**src/rtl/line_fill_engine_pkg.sv**
```systemverilog
// rtl/line_fill_engine_pkg.sv - shared constants and FSM state type for the line fill engine
package line_fill_engine_pkg;

  localparam int LINE_BYTES     = 64;
  localparam int WORDS_PER_LINE = 16;
  localparam int BYTES_PER_WORD = 4;

  localparam int TAG_W      = 18;
  localparam int SET_W      = 8;
  localparam int WORD_IDX_W = 4;

  typedef enum logic [1:0] {
    ST_IDLE  = 2'd0,
    ST_ISSUE = 2'd1,
    ST_DRAIN = 2'd2,
    ST_DONE  = 2'd3
  } fill_state_e;

endpackage

```
**src/rtl/line_fill_engine_word_packer.sv**
```systemverilog
// rtl/line_fill_engine_word_packer.sv - packs a byte stream big-endian into 32-bit words
module word_packer
  import line_fill_engine_pkg::*;
(
  input  logic        clk,
  input  logic        rst,
  input  logic        byte_valid,
  input  logic [7:0]  byte_in,
  output logic        word_valid,
  output logic [31:0] word_data
);

  localparam int CNT_W = $clog2(BYTES_PER_WORD);

  logic [CNT_W-1:0] cnt_q, cnt_d;
  logic [23:0]      shift_q, shift_d;
  logic [31:0]      word_q, word_d;
  logic             word_valid_q, word_valid_d;

  always_comb begin
    cnt_d        = cnt_q;
    shift_d      = shift_q;
    word_d       = word_q;
    word_valid_d = 1'b0;
    if (byte_valid) begin
      if (cnt_q == CNT_W'(BYTES_PER_WORD - 1)) begin
        // earliest byte already sits in shift_q[23:16], so it lands in [31:24]
        word_d       = {shift_q, byte_in};
        word_valid_d = 1'b1;
        cnt_d        = '0;
      end else begin
        shift_d = {shift_q[15:0], byte_in};
        cnt_d   = cnt_q + 1'b1;
      end
    end
  end

  always_ff @(posedge clk) begin
    if (rst) begin
      cnt_q        <= '0;
      shift_q      <= '0;
      word_q       <= '0;
      word_valid_q <= 1'b0;
    end else begin
      cnt_q        <= cnt_d;
      shift_q      <= shift_d;
      word_q       <= word_d;
      word_valid_q <= word_valid_d;
    end
  end

  assign word_valid = word_valid_q;
  assign word_data  = word_q;

endmodule

```
**src/rtl/line_fill_engine.sv**
```systemverilog
// rtl/line_fill_engine.sv - fetches a 64-byte cache line bytewise and presents it as 16 words
module line_fill_engine
  import line_fill_engine_pkg::*;
#(
  parameter int WORDS_PER_LINE = 16,
  parameter int BYTES_PER_WORD = 4
) (
  input  logic                  clk,
  input  logic                  rst,
  input  logic                  req_valid,
  input  logic [31:0]           req_addr,
  output logic                  req_ready,
  output logic                  mem_rd,
  output logic [31:0]           mem_addr,
  input  logic [7:0]            mem_rdata,
  output logic                  fill_valid,
  output logic [WORD_IDX_W-1:0] fill_index,
  output logic [31:0]           fill_data,
  output logic [SET_W-1:0]      fill_set,
  output logic [TAG_W-1:0]      fill_tag,
  output logic                  fill_done
);

  localparam int LINE_B = WORDS_PER_LINE * BYTES_PER_WORD;
  localparam int OFF_W  = $clog2(LINE_B);

  fill_state_e           state_q, state_d;
  logic [OFF_W-1:0]      cnt_q, cnt_d;
  logic [31:0]           base_q, base_d;
  logic [TAG_W-1:0]      tag_q, tag_d;
  logic [SET_W-1:0]      set_q, set_d;
  logic [WORD_IDX_W-1:0] widx_q, widx_d;
  logic                  rd_dly_q, rd_dly_d;

  logic                  word_valid;
  logic [31:0]           word_data;

  always_comb begin
    state_d   = state_q;
    cnt_d     = cnt_q;
    base_d    = base_q;
    tag_d     = tag_q;
    set_d     = set_q;
    widx_d    = widx_q;
    req_ready = 1'b0;
    mem_rd    = 1'b0;
    mem_addr  = '0;
    fill_done = 1'b0;

    if (word_valid) begin
      widx_d = widx_q + 1'b1;
    end

    case (state_q)
      ST_IDLE: begin
        req_ready = 1'b1;
        if (req_valid) begin
          base_d  = req_addr & ~32'(LINE_B - 1);
          tag_d   = req_addr[31:32-TAG_W];
          set_d   = req_addr[OFF_W +: SET_W];
          cnt_d   = '0;
          widx_d  = '0;
          state_d = ST_ISSUE;
        end
      end
      ST_ISSUE: begin
        mem_rd   = 1'b1;
        mem_addr = base_q + 32'(cnt_q);
        cnt_d    = cnt_q + 1'b1;
        if (cnt_q == OFF_W'(LINE_B - 1)) begin
          state_d = ST_DRAIN;
        end
      end
      ST_DRAIN: begin
        state_d = ST_DONE;
      end
      ST_DONE: begin
        // last word is registered out of the packer in this same cycle
        fill_done = 1'b1;
        state_d   = ST_IDLE;
      end
      default: begin
        state_d = ST_IDLE;
      end
    endcase

    // memory answers one cycle after the strobe, so capture follows it by one
    rd_dly_d = mem_rd;
  end

  always_ff @(posedge clk) begin
    if (rst) begin
      state_q  <= ST_IDLE;
      cnt_q    <= '0;
      base_q   <= '0;
      tag_q    <= '0;
      set_q    <= '0;
      widx_q   <= '0;
      rd_dly_q <= 1'b0;
    end else begin
      state_q  <= state_d;
      cnt_q    <= cnt_d;
      base_q   <= base_d;
      tag_q    <= tag_d;
      set_q    <= set_d;
      widx_q   <= widx_d;
      rd_dly_q <= rd_dly_d;
    end
  end

  word_packer u_word_packer (
    .clk        (clk),
    .rst        (rst),
    .byte_valid (rd_dly_q),
    .byte_in    (mem_rdata),
    .word_valid (word_valid),
    .word_data  (word_data)
  );

  assign fill_valid = word_valid;
  assign fill_index = widx_q;
  assign fill_data  = word_data;
  assign fill_set   = set_q;
  assign fill_tag   = tag_q;

endmodule

```
**config.mk**
```make
export PLATFORM = sky130hd
export DESIGN_NAME = line_fill_engine
export DESIGN_NICKNAME = d
export VERILOG_FILES = /design/src/rtl/line_fill_engine_pkg.sv /design/src/rtl/line_fill_engine_word_packer.sv /design/src/rtl/line_fill_engine.sv
export SDC_FILE = /design/constraint.sdc
export NUM_CORES = 1
export LEC_CHECK = 0
export CAP_MARGIN = 15
export CORE_MARGIN = 5
export CORE_UTILIZATION = 47
export DETAILED_ROUTE_END_ITERATION = 8
export PLACE_DENSITY = 0.84
export SKIP_LAST_GASP = 1
export SYNTH_ARGS = -nofsm -noshare
export SYNTH_HDL_FRONTEND = slang
export SYNTH_SLANG_ARGS = --single-unit
export TNS_END_PERCENT = 50
```
**constraint.sdc**
```tcl
create_clock -name clk -period 2.6 [get_ports clk]
set_input_delay 0.52 -clock clk [delete_from_list [all_inputs] [get_ports clk]]
set_output_delay 0.52 -clock clk [all_outputs]
set_load 0.02 [all_outputs]
```
==> summary by stage <==
Place
Routability-driven placement finished with a final weighted congestion of around 0.85. The half-perimeter wire length of the detailed placement result is 7190 µm. Including well taps, the total number of placed cells is slightly below 700. The instance area after placement is between 5000 and 6000 µm².

The number of port buffers is between 100 and 150.

Timing
Setup violations remaining at the end of the flow were counted as 0. Across the routed clock network, the largest skew measured is ~0.011 ns. The transition time of the tightest slew-check pin is between 0.8 and 0.9 ns. On the final layout, the worst hold slack is around 0.46 ns. The worst slew margin relative to its limit is 0.4164.

Derived from the worst setup path, the maximum achievable clock frequency is roughly 400 MHz. The total count of hold-check failures in the final report is 0. The time the final worst path needs with I/O delays and setup is roughly 2.5 ns.

The number of max-slew violations in the final report was 0. Setup repair after global routing left no endpoint under its margin. Of the available clock period, the critical path in the final layout requires 0.9571. The final-layout setup total negative slack is 0 ns.

Routing
The antenna violation net count after detailed routing is 0. Wire segments on met3 add up to 784 µm in the final route. The DRC violation count after routing is 0. Summed over all nets, wire length on met2 after detailed routing comes to ~5000 µm. After detailed routing, the number of vias per cell comes to about 5. The first routing iteration left roughly 150 violations. Dividing the detail-routed wire length by the instance count gives roughly 14 µm. The first detailed-routing pass took 4 iterations.

The final layout contains routed wiring with a total length of between 9000 and 10,000 µm. The highest metal layer carrying signal wires in the routed design is met4. The detailed router put a total of between 3000 and 4000 µm of wire on met1.

For this block, the via count after detailed routing is approximately 3,500.

Yosys
The average instance area after synthesis is 7.937 µm². The mapped netlist covers roughly 3800 µm². The share of synthesized area occupied by flip-flops and latches is 0.5204. Counting every instance in the synthesized netlist gives 475. For this run, asynchronously set or reset flops after synthesis account for 0.

The distinct cell type count of the synthesized netlist is 29. Yosys mapped a number of flops with a built-in enable equal to 0. The synthesized design contains 98 register bits. The number of nets handed over by synthesis was around 530. The top flip-flop cell by instance count after synthesis is dfxtp_1. The count of warnings emitted by yosys is 0.

Clock tree
Clock tree synthesis found a total of around 100 sinks. At the later pin of the worst-skew pair, clock insertion delay measures 0.36 ns. The H-tree generated during clock tree synthesis spans 3 levels. Buffers inserted during clock tree synthesis total 9. The root cell of the clock tree is clkbuf_8.

Clock-pin slew was measured on the worst setup and hold paths at 0.09 ns. The number of buffers added to fix hold violations after cts is 0. The clock passes through at most 2 buffers. The clock tree from TritonCTS is yes.

Critical path
The endpoint of the most critical register-to-register path is u_word_packer.shift_q[13]$_SDFFE_PP0P_. The startpoint identified for the worst register-to-register timing path is u_word_packer.cnt_q[0]$_SDFFE_PP0P_. STA classifies the critical path startpoint as a flip-flop. The endpoint kind of the worst setup timing path is an output pin. The arrival time at the worst endpoint is slightly below 2 ns.

The worst setup path is of the flip-flop to output pin kind. The largest fanout on the critical path is 40. The required time reported for the critical path endpoint is 2.08 ns. The register-to-register path setup slack is 0.86 ns. The capture point of the worst path is mem_addr[23]. The number of cells on the worst reg-to-reg path is 4. The start point of the critical path is state_q[1]$_SDFFE_PP0P_.

Layout
The number of nets at the end of the flow is roughly 650. The cell area after layout is 5353 µm². Of the cells placed in the final design, the portion with a size suffix greater than 1 is 0.04167. Counting the fill cells in the layout gives around 640. 0 antenna diodes ended up in the layout. From synthesis to final layout, the design area changed by 41.98%. Leaving out filler cells and counting taps, the final layout contains 702.

GRT
The overall routing resource usage is 0.1959. The number of global-route vias before repair came to ~3,300. The pin count of the biggest net entering global routing is 56. The initial antenna violation count is 0. The first global-routing pass estimated ~16,000 µm of wire. The final global-route overflow total is 0.

Power and ir drop
Of the total power, the share spent switching nets is 0.3482. The internal portion of the total power is 2514 µW. The share of total power dissipated in sequential elements is 0.451.

The proportion of power drawn by the clock network is 0.246. Of the total power, combinational logic draws 0.303. In this run the static leakage power is 0.001906 µW. The total power per unit cell area is between 700 and 800 nW/µm². The largest vdd supply drop is between 0.0003 and 0.0004 V. In this run the power spent charging and discharging nets is 1343 µW.

Floorplanning
The effective utilization at floorplan is 0.4853. The initialized floorplan defines 32 standard-cell rows. The die is ~100 µm wide.

The area of the core region is approximately 7800 µm². The die covers a little under 10,000 µm². The overall die height is 99.56 µm. For this design the top-level I/O count stands at 141.

Status
The run finished with clean final reports.

Min path
The class of the tightest hold or removal check is flip-flop to flip-flop.

Run
Across the run, the number of max-cap violations was 0.
-- power by group through the flow --
stage	Combinational (µW)	Sequential [µW]	Clock [µW]
global placement	1130	1760	0
floorplan	614	1850	0
CTS	1170	1740	978
detailed placement	1160	1770	0
global route	1280	1760	1050
finish	1170	1740	949
-- per-layer routing --
layer	vias up	GRT usage
li1	1774	-
met2	129	0.3445
met1	1589	0.2249
met5	-	0
met4	0	0.06933
met3	14	0.05891
-- area by class of cell --
cell class,instances,area [µm²],area share
repair buffers,142,1406,0.2627
inverters,3,11.26,0.002104
clock buffers,10,137.6,0.02571
flip-flops and latches,98,1962,0.3665
clock inverters,6,56.30,0.01052
well taps,102,127.6,0.02384
multi-input cells,341,1652,0.3086
-- kinds of logic after synthesis --
group,share of synthesized area
adder cells (fa/ha/maj),0.02323
AND/OR/NAND/NOR,0.2612
AO/OA/AOI/OAI,0.1338
XOR/XNOR,0.009295
multiplexers,0.01062
flip-flops,0.5204
buffers and inverters,0.04149
-- Yosys cell counts, types with 2 or more instances --
library cell | count | share of area
nor3_1 | 6 | 0.0080
nor2_1 | 8 | 0.0080
xor2_1 | 2 | 0.0046
dfxtp_1 | 98 | 0.52
nand2_1 | 170 | 0.17
ha_1 | 7 | 0.023
and2_1 | 34 | 0.056
nand3_1 | 2 | 0.0027
mux2i_1 | 4 | 0.011
o21ai_0 | 3 | 0.0040
inv_1 | 3 | 0.0030
nor2b_1 | 3 | 0.0050
buf_1 | 7 | 0.0070
buf_2 | 11 | 0.015
nand2b_1 | 4 | 0.0066
buf_4 | 2 | 0.0040
clkbuf_1 | 13 | 0.013
a211oi_1 | 2 | 0.0040
a21oi_1 | 85 | 0.11
xnor2_1 | 2 | 0.0046
-- what timing repair did --
item	CTS	global route
setup buffers	0	0
endpoints found under the setup margin	0	32
gates resized for setup	0	3
endpoints found under the hold margin	0	0
-- sequential cells by signal, summed over array words and instances (netlist names) --
signal / flops
cnt_q: 6
u_word_packer.shift_q: 24
rd_dly_q: 1
fill_set: 7
u_word_packer.word_valid: 1
fill_tag: 17
fill_index: 4
state_q: 2
base_q: 2
u_word_packer.cnt_q: 2
u_word_packer.word_data: 32
-- layout by cell type, fill, tap and decap left out, types with 3 or more instances in the layout --
| master | count |
|---|---|
| nand2b_1 | 4 |
| buf_4 | 7 |
| a21oi_1 | 85 |
| inv_1 | 3 |
| nand2_1 | 170 |
| nor2_1 | 8 |
| nor3_1 | 6 |
| dfxtp_1 | 98 |
| ha_1 | 7 |
| o21ai_0 | 3 |
| clkdlybuf4s50_1 | 132 |
| clkbuf_8 | 10 |
| and2_1 | 34 |
| nor2b_1 | 3 |
| mux2i_1 | 4 |
-- critical path, stage by stage, from the launching register on --
cell and delay (ns):
dfxtp_1 0.34, inv_1 0.10, ha_1 0.18, buf_8 0.21, and2_1 0.15, clkdlybuf4s50_1 0.61
-- through the flow --
step | util | setup slack, ns | total power, µW
final | 0.6891 | 0.1116 | 3856
after global routing | 0.6891 | 0.01952 | 4083
after CTS | 0.6878 | 0.005009 | 3883
after detailed placement | 0.6629 | 0.4171 | 2938
after global placement | 0.6629 | 0.4695 | 2896
after floorplan | - | 0.6476 | 2463
-- how the worst min path moves through the flow --
stage | cells after the start | slack (ns) | to | from
after detailed placement | 2 | 0.45 | u_word_packer.word_data[24]$_SDFFE_PP0P_ | u_word_packer.shift_q[16]$_SDFFE_PP0P_
after global routing | 2 | 0.48 | u_word_packer.word_data[4]$_SDFFE_PP0P_ | u_word_packer.word_data[4]$_SDFFE_PP0P_
after global placement | 2 | 0.44 | u_word_packer.word_data[1]$_SDFFE_PP0P_ | u_word_packer.word_data[1]$_SDFFE_PP0P_
after floorplan | 2 | 0.43 | u_word_packer.word_data[24]$_SDFFE_PP0P_ | u_word_packer.shift_q[16]$_SDFFE_PP0P_
after CTS | 2 | 0.46 | u_word_packer.word_data[24]$_SDFFE_PP0P_ | u_word_packer.shift_q[16]$_SDFFE_PP0P_
final | 2 | 0.46 | u_word_packer.word_data[24]$_SDFFE_PP0P_ | u_word_packer.shift_q[16]$_SDFFE_PP0P_
No activity file was read; power rests on OpenSTA's default activity.
